$ cat src/rtl/picorv_stream_mmio_pkg.sv
// Shared definitions for the picorv32 stream MMIO bridge: register offsets,
// CTRL bit positions and the bus-response FSM state type.
package picorv_stream_pkg;

   localparam logic [3:0] OFF_TX_DATA = 4'h0;
   localparam logic [3:0] OFF_RX_DATA = 4'h4;
   localparam logic [3:0] OFF_STATUS  = 4'h8;
   localparam logic [3:0] OFF_CTRL    = 4'hC;

   localparam int CTRL_RX_IRQ_EN = 0;
   localparam int CTRL_TX_IRQ_EN = 1;
   localparam int CTRL_FLUSH     = 2;

   typedef enum logic {
      IDLE = 1'b0,
      RESP = 1'b1
   } state_e;

endpackage

$ cat src/rtl/picorv_stream_mmio_fifo.sv
// Synchronous first-word-fall-through FIFO with occupancy count and a flush
// that wins over any same-cycle push or pop.
module stream_fifo #(
   parameter  int DATA_W = 32,
   parameter  int DEPTH  = 8,
   localparam int PTR_W  = $clog2(DEPTH),
   localparam int CNT_W  = $clog2(DEPTH) + 1
) (
   input  logic              clk,
   input  logic              reset,
   input  logic              push,
   input  logic              pop,
   input  logic              flush,
   input  logic [DATA_W-1:0] din,
   output logic [DATA_W-1:0] dout,
   output logic              full,
   output logic              empty,
   output logic [CNT_W-1:0]  count
);

   logic [DATA_W-1:0] mem_q [DEPTH];
   logic [PTR_W-1:0]  wr_ptr_q, wr_ptr_d;
   logic [PTR_W-1:0]  rd_ptr_q, rd_ptr_d;
   logic [CNT_W-1:0]  count_q, count_d;
   logic              push_ok;
   logic              pop_ok;

   assign full    = (count_q == CNT_W'(DEPTH));
   assign empty   = (count_q == '0);
   assign count   = count_q;
   assign dout    = mem_q[rd_ptr_q];
   assign push_ok = push && !full && !flush;
   assign pop_ok  = pop && !empty && !flush;

   always_comb begin
      wr_ptr_d = wr_ptr_q;
      rd_ptr_d = rd_ptr_q;
      count_d  = count_q;
      if (flush) begin
         wr_ptr_d = '0;
         rd_ptr_d = '0;
         count_d  = '0;
      end else begin
         if (push_ok) wr_ptr_d = wr_ptr_q + PTR_W'(1);
         if (pop_ok)  rd_ptr_d = rd_ptr_q + PTR_W'(1);
         // Simultaneous push and pop leave the occupancy unchanged.
         case ({push_ok, pop_ok})
            2'b10:   count_d = count_q + CNT_W'(1);
            2'b01:   count_d = count_q - CNT_W'(1);
            default: count_d = count_q;
         endcase
      end
   end

   always_ff @(posedge clk) begin
      if (reset) begin
         wr_ptr_q <= '0;
         rd_ptr_q <= '0;
         count_q  <= '0;
      end else begin
         wr_ptr_q <= wr_ptr_d;
         rd_ptr_q <= rd_ptr_d;
         count_q  <= count_d;
      end
   end

   // Storage carries no reset; the pointers alone define what is valid.
   always_ff @(posedge clk) begin
      if (push_ok) mem_q[wr_ptr_q] <= din;
   end

endmodule

$ cat src/rtl/picorv_stream_mmio.sv
// picorv32 native-bus responder bridging CPU loads/stores to an inbound and an
// outbound 32-bit valid/ready stream through two small FIFOs.
module picorv_stream_mmio
   import picorv_stream_pkg::*;
#(
   parameter logic [31:0] BASE_ADDR  = 32'h2000_0000,
   parameter int          FIFO_DEPTH = 8,
   parameter int          CNT_W      = $clog2(FIFO_DEPTH) + 1
) (
   input  logic        clk,
   input  logic        reset,
   input  logic        mem_valid,
   input  logic [31:0] mem_addr,
   input  logic [31:0] mem_wdata,
   input  logic [3:0]  mem_wstrb,
   output logic        mem_ready,
   output logic [31:0] mem_rdata,
   input  logic        val_in,
   input  logic [31:0] din,
   output logic        ready_upward,
   output logic        val_out,
   output logic [31:0] dout,
   input  logic        ready_downward,
   output logic        irq
);

   state_e      state_q, state_d;
   logic [31:0] mem_rdata_q, mem_rdata_d;
   logic [1:0]  ctrl_q, ctrl_d;
   logic        irq_q, irq_d;

   logic             rx_full, rx_empty, rx_push, rx_pop;
   logic             tx_full, tx_empty, tx_push, tx_pop;
   logic [CNT_W-1:0] rx_count, tx_count;
   logic [31:0]      rx_dout;
   logic             flush;

   logic        hit;
   logic        is_write;
   logic        completable;
   logic [3:0]  reg_off;
   logic [31:0] status_word;
   logic        unused_addr_lsb;

   assign hit             = mem_valid && (mem_addr[31:4] == BASE_ADDR[31:4]);
   assign is_write        = |mem_wstrb;
   assign reg_off         = {mem_addr[3:2], 2'b00};
   assign unused_addr_lsb = ^mem_addr[1:0];

   assign status_word = {8'h00, 8'(tx_count), 8'(rx_count), 4'h0,
                         tx_full, tx_empty, rx_full, rx_empty};

   assign ready_upward = !rx_full;
   assign val_out      = !tx_empty;
   assign rx_push      = val_in && !rx_full;
   assign tx_pop       = !tx_empty && ready_downward;

   assign mem_ready = (state_q == RESP);
   assign mem_rdata = mem_rdata_q;
   assign irq       = irq_q;

   // Only data-register accesses can stall: a store needs TX space, a load needs RX data.
   always_comb begin
      completable = 1'b1;
      case (reg_off)
         OFF_TX_DATA: completable = !is_write || !tx_full;
         OFF_RX_DATA: completable = is_write || !rx_empty;
         default:     completable = 1'b1;
      endcase
   end

   always_comb begin
      state_d     = state_q;
      mem_rdata_d = '0;
      ctrl_d      = ctrl_q;
      tx_push     = 1'b0;
      rx_pop      = 1'b0;
      flush       = 1'b0;
      case (state_q)
         IDLE: begin
            if (hit && completable) begin
               state_d = RESP;
               case (reg_off)
                  OFF_TX_DATA: tx_push = is_write;
                  OFF_RX_DATA: begin
                     if (!is_write) begin
                        rx_pop      = 1'b1;
                        mem_rdata_d = rx_dout;
                     end
                  end
                  OFF_STATUS: begin
                     if (!is_write) mem_rdata_d = status_word;
                  end
                  OFF_CTRL: begin
                     if (is_write) begin
                        ctrl_d = {mem_wdata[CTRL_TX_IRQ_EN], mem_wdata[CTRL_RX_IRQ_EN]};
                        flush  = mem_wdata[CTRL_FLUSH];
                     end else begin
                        mem_rdata_d = {30'h0, ctrl_q};
                     end
                  end
                  default: ;
               endcase
            end
         end
         RESP: state_d = IDLE;
         default: state_d = IDLE;
      endcase
   end

   assign irq_d = (ctrl_q[CTRL_RX_IRQ_EN] && !rx_empty) ||
                  (ctrl_q[CTRL_TX_IRQ_EN] && !tx_full);

   always_ff @(posedge clk) begin
      if (reset) begin
         state_q     <= IDLE;
         mem_rdata_q <= '0;
         ctrl_q      <= '0;
         irq_q       <= 1'b0;
      end else begin
         state_q     <= state_d;
         mem_rdata_q <= mem_rdata_d;
         ctrl_q      <= ctrl_d;
         irq_q       <= irq_d;
      end
   end

   stream_fifo #(
      .DATA_W (32),
      .DEPTH  (FIFO_DEPTH)
   ) u_rx_fifo (
      .clk   (clk),
      .reset (reset),
      .push  (rx_push),
      .pop   (rx_pop),
      .flush (flush),
      .din   (din),
      .dout  (rx_dout),
      .full  (rx_full),
      .empty (rx_empty),
      .count (rx_count)
   );

   stream_fifo #(
      .DATA_W (32),
      .DEPTH  (FIFO_DEPTH)
   ) u_tx_fifo (
      .clk   (clk),
      .reset (reset),
      .push  (tx_push),
      .pop   (tx_pop),
      .flush (flush),
      .din   (mem_wdata),
      .dout  (dout),
      .full  (tx_full),
      .empty (tx_empty),
      .count (tx_count)
   );

endmodule
$ cat config.mk
export PLATFORM = sky130hd
export DESIGN_NAME = picorv_stream_mmio
export DESIGN_NICKNAME = d
export VERILOG_FILES = /design/src/rtl/picorv_stream_mmio_pkg.sv /design/src/rtl/picorv_stream_mmio_fifo.sv /design/src/rtl/picorv_stream_mmio.sv
export SDC_FILE = /design/constraint.sdc
export NUM_CORES = 1
export LEC_CHECK = 0
export CORE_MARGIN = 2
export CORE_UTILIZATION = 40
export DETAILED_ROUTE_END_ITERATION = 16
export SETUP_SLACK_MARGIN = 0.02
export SLEW_MARGIN = 10
export SYNTH_ARGS = -nofsm -noshare
export SYNTH_HDL_FRONTEND = slang
export SYNTH_SLANG_ARGS = --single-unit
$ cat constraint.sdc
create_clock -name clk -period 10.1 [get_ports clk]
set_input_delay 1.01 -clock clk [delete_from_list [all_inputs] [get_ports clk]]
set_output_delay 1.01 -clock clk [all_outputs]
set_load 0.005 [all_outputs]
==> run_results.csv <==
group,metric,value,unit
run_status,status,"finished, final reports clean",
clock_tree,clk_pin_slew_worst_paths,0.06,ns
routing,drt-wirelength-per-cell,22.6,um
global_route,grt_max_degree,65,
floorplanning,start_util,0.404,
critical_path,timing.rr.start,"mem_ready",
global_route,first_global_vias,11200,
placed_design,place.gp.congestion,0.754,
synthesis,synth_seq_cells,574,
min_path,hold_class,"reg2reg",
sta,fmax,224,MHz
floorplanning,core_area,54900,um2
clock_tree,ctsHoldBuffers,0,
clock_tree,cts-root-buf,"clkbuf_16",
synthesis,syn_inst,1040,
clock_tree,cts_tree,"done",
critical_path,path_class,"reg2out",
synthesis,synth_nets,1155,
final_layout,fillers,4552,
critical_path,r2r_end,"u_rx_fifo.count[2]",
global_route,antenna_found_initial,5,
critical_path,crit_slowest_cell,"buf_4",
synthesis,synth_area,22100,um2
final_layout,drive_gt1_frac,0.259,
critical_path,arrival,3.45,ns
synthesis,avgSynthCellArea,21.3,um2
routing,ant_nets,0,
synthesis,yosys_most_used_dff,"edfxtp_1",
final_layout,final_cell_mix,"edfxtp_1, clkdlybuf4s50_1, mux4_2, dfxtp_1, clkbuf_16",
routing,first_pass_iters,5,
sta,worst_slew_pin_slew,1.11,ns
global_route,grtUsageTotal,0.159,
critical_path,worst-path-buf-inv,2,
flow_run,maxCapViolCount,0,
sta,maxSlewViolCount,0,
floorplanning,die_h,239,um
critical_path,critPathTopFamily,"buffers and inverters",
critical_path,crit_path_start_kind,"register",
clock_tree,cts_resized,0,
synthesis,synth_cell_type_count,53,
sta,slew_headroom,0.254,
pwr,peakVddDrop,164,uV
sta,fin_worst_skew,0.0200,ns
floorplanning,die_width,239,um
routing,drt_iter0_markers,703,
synthesis,ys_top_cells_by_area,"edfxtp_1, mux4_2, dfxtp_1",
critical_path,required,9.09,ns
synthesis,synth_warnings,0,
synthesis,synth-edff-count,512,
placed_design,dp_hpwl,24600,um
global_route,overflow,0,
final_layout,multi_input_area,5300,um2
synthesis,synth_top_cell_by_area,"edfxtp_1",
synthesis,async_flop_share,0,
routing,totalWireLength,45200,um
min_path,hp-start,"u_tx_fifo.rd_ptr_q[1]",
final_layout,syn_to_final_growth,20.1,%
clock_tree,clock_path_buffers,3,
placed_design,portBuffers,170,
clock_tree,cts_setup_buffers,0,
routing,vias_per_cell,5.28,
final_layout,layout.nets,1357,
critical_path,r2r_slack,6.56,ns
clock_tree,clock_latency,0.61,ns
min_path,min_delay_path_depth,2,
final_layout,final_common_cell,"edfxtp_1",
final_layout,fin_util,0.485,
final_layout,finalNonFillerCells,1998,
critical_path,critPathMaxStageDelay,0.78,ns
sta,fin_crit_sh,0.441,
pwr,power.density,181,nW/um2
final_layout,seqCellArea,16600,um2
sta,rsz0062_at_grt,"false",
floorplanning,ios,173,
placed_design,place_inst,1886,
sta,finalHoldViolCount,0,
clock_tree,cts_made_buffers,58,
clock_tree,htree_levels,2,
critical_path,end_kind,"output port",
critical_path,rr_worst_depth,11,
routing,vias,10500,
sta,setup_viol,0,
floorplanning,rows,86,
floorplanning,die-area,57300,um2
routing,drcViolationCount,0,
sta,min_period,4.46,ns
critical_path,crit_chain,"buf_4 -> mux4_2 -> mux2_2 -> clkdlybuf4s50_1",
pwr,p_leak,8.09,nW
critical_path,crit_fanout,41,
clock_tree,cts.sinks,574,
sta,fin_tns_setup,0,ns
synthesis,yosysSeqAreaShare,0.750,
global_route,grt_pass1_wl,68200,um
synthesis,synth_top_area_frac,0.694,
flip-flops by register name, indices dropped and copies added, names as in the netlist, named ones only:
| name | cells |
|---|---|
| u_tx_fifo.rd_ptr_q | 3 |
| ctrl_q | 2 |
| irq | 1 |
| u_rx_fifo.wr_ptr_q | 3 |
| u_rx_fifo.rd_ptr_q | 3 |
| mem_ready | 1 |
| u_rx_fifo.count | 4 |
| mem_rdata | 32 |
| u_tx_fifo.count | 4 |
| u_tx_fifo.wr_ptr_q | 3 |
| u_tx_fifo.mem_q | 256 |
| u_rx_fifo.mem_q | 256 |
where the power goes:
part           switching (mW)  total, mW  internal (mW)  leakage [nW]
Clock                   0.867       2.07           1.20         0.901
Combinational          0.0713      0.129         0.0579          2.07
Sequential            0.00812       2.62           2.61          5.13
cells in the mapped netlist, drive strengths merged, types with 2 or more instances:
| cell | n |
|---|---|
| edfxtp | 512 |
| mux4 | 128 |
| dfxtp | 62 |
| mux2 | 34 |
| buf | 31 |
| nor3 | 30 |
| clkbuf | 25 |
| nand2 | 25 |
| mux2i | 24 |
| a21oi | 20 |
| nor2 | 18 |
| a22oi | 13 |
| nand3 | 11 |
| ha | 10 |
| xor2 | 10 |
| nor4 | 9 |
| nor4b | 7 |
| o21ai | 7 |
| nand4 | 6 |
| a211o | 5 |
| a211oi | 5 |
| inv | 4 |
| nand2b | 4 |
| and3b | 3 |
| and4 | 3 |
| and4b | 3 |
| nor2b | 3 |
| o32ai | 3 |
| or3 | 3 |
| or4 | 3 |
| a21o | 2 |
| and3 | 2 |
| o211ai | 2 |
| or2 | 2 |
| or4b | 2 |
worst max-delay path by stage:
stage                 start                    end  slack [ns]  cells after the start
2_1_floorplan  mem_wstrb[1]  u_rx_fifo.mem_q[3][0]        4.21                      5
5_1_grt            register               dout[11]        5.36                      4
4_1_cts            register               dout[11]        5.48                      4
6_report           register               dout[11]        5.64                      4
3_5_place_dp    mem_addr[9]     u_tx_fifo.count[2]        5.51                     12
3_3_place_gp    mem_addr[8]     u_rx_fifo.count[2]        5.55                     12
layout make-up:
type	count	area share
sequential	574	0.625
multi-input combinational	405	0.199
timing repair buffer	198	0.0719
clock buffer	88	0.0618
tap	704	0.0331
clock inverter	21	0.00753
inverter	5	0.000706
antenna	3	0.000282
metal layers:
layer / wire length, um / vias up / global-route usage
met4: 990 / 6 / 0.0456
met1: 19300 / 5497 / 0.203
met2: 22800 / 229 / 0.276
li1: - / 4742 / -
met3: 2000 / 75 / 0.0319
met5: 41 / - / 0
worst register-to-register path: stages, from the launching register on:
cell and delay (ns):
dfxtp_1 0.39, nor4b_4 0.39, nand4_4 0.29, nor3_2 0.88, or2_2 0.26, ha_1 0.26
xor2_1 0.17, ha_1 0.16, a21oi_1 0.05, xor2_1 0.16, or3_1 0.31, a21oi_1 0.14
logic make-up after synthesis:
family          synth area share
fa+ha+maj                0.00565
mux                        0.158
xor+xnor                 0.00395
simple gates              0.0464
flops                      0.750
buf+inv                   0.0132
compound gates            0.0223
through the flow:
stage	total power, mW	worst slack (ns)	hold WS [ns]	cell area, um2
after detailed placement	2.80	5.51	0.475	24700
after CTS	4.87	5.48	0.491	26600
final	4.81	5.64	0.490	26600
after global routing	4.97	5.36	0.507	26600
after floorplan	2.72	4.21	0.448	22100
after global placement	2.79	5.55	0.472	24700
Power figures use the tool's default switching activity.
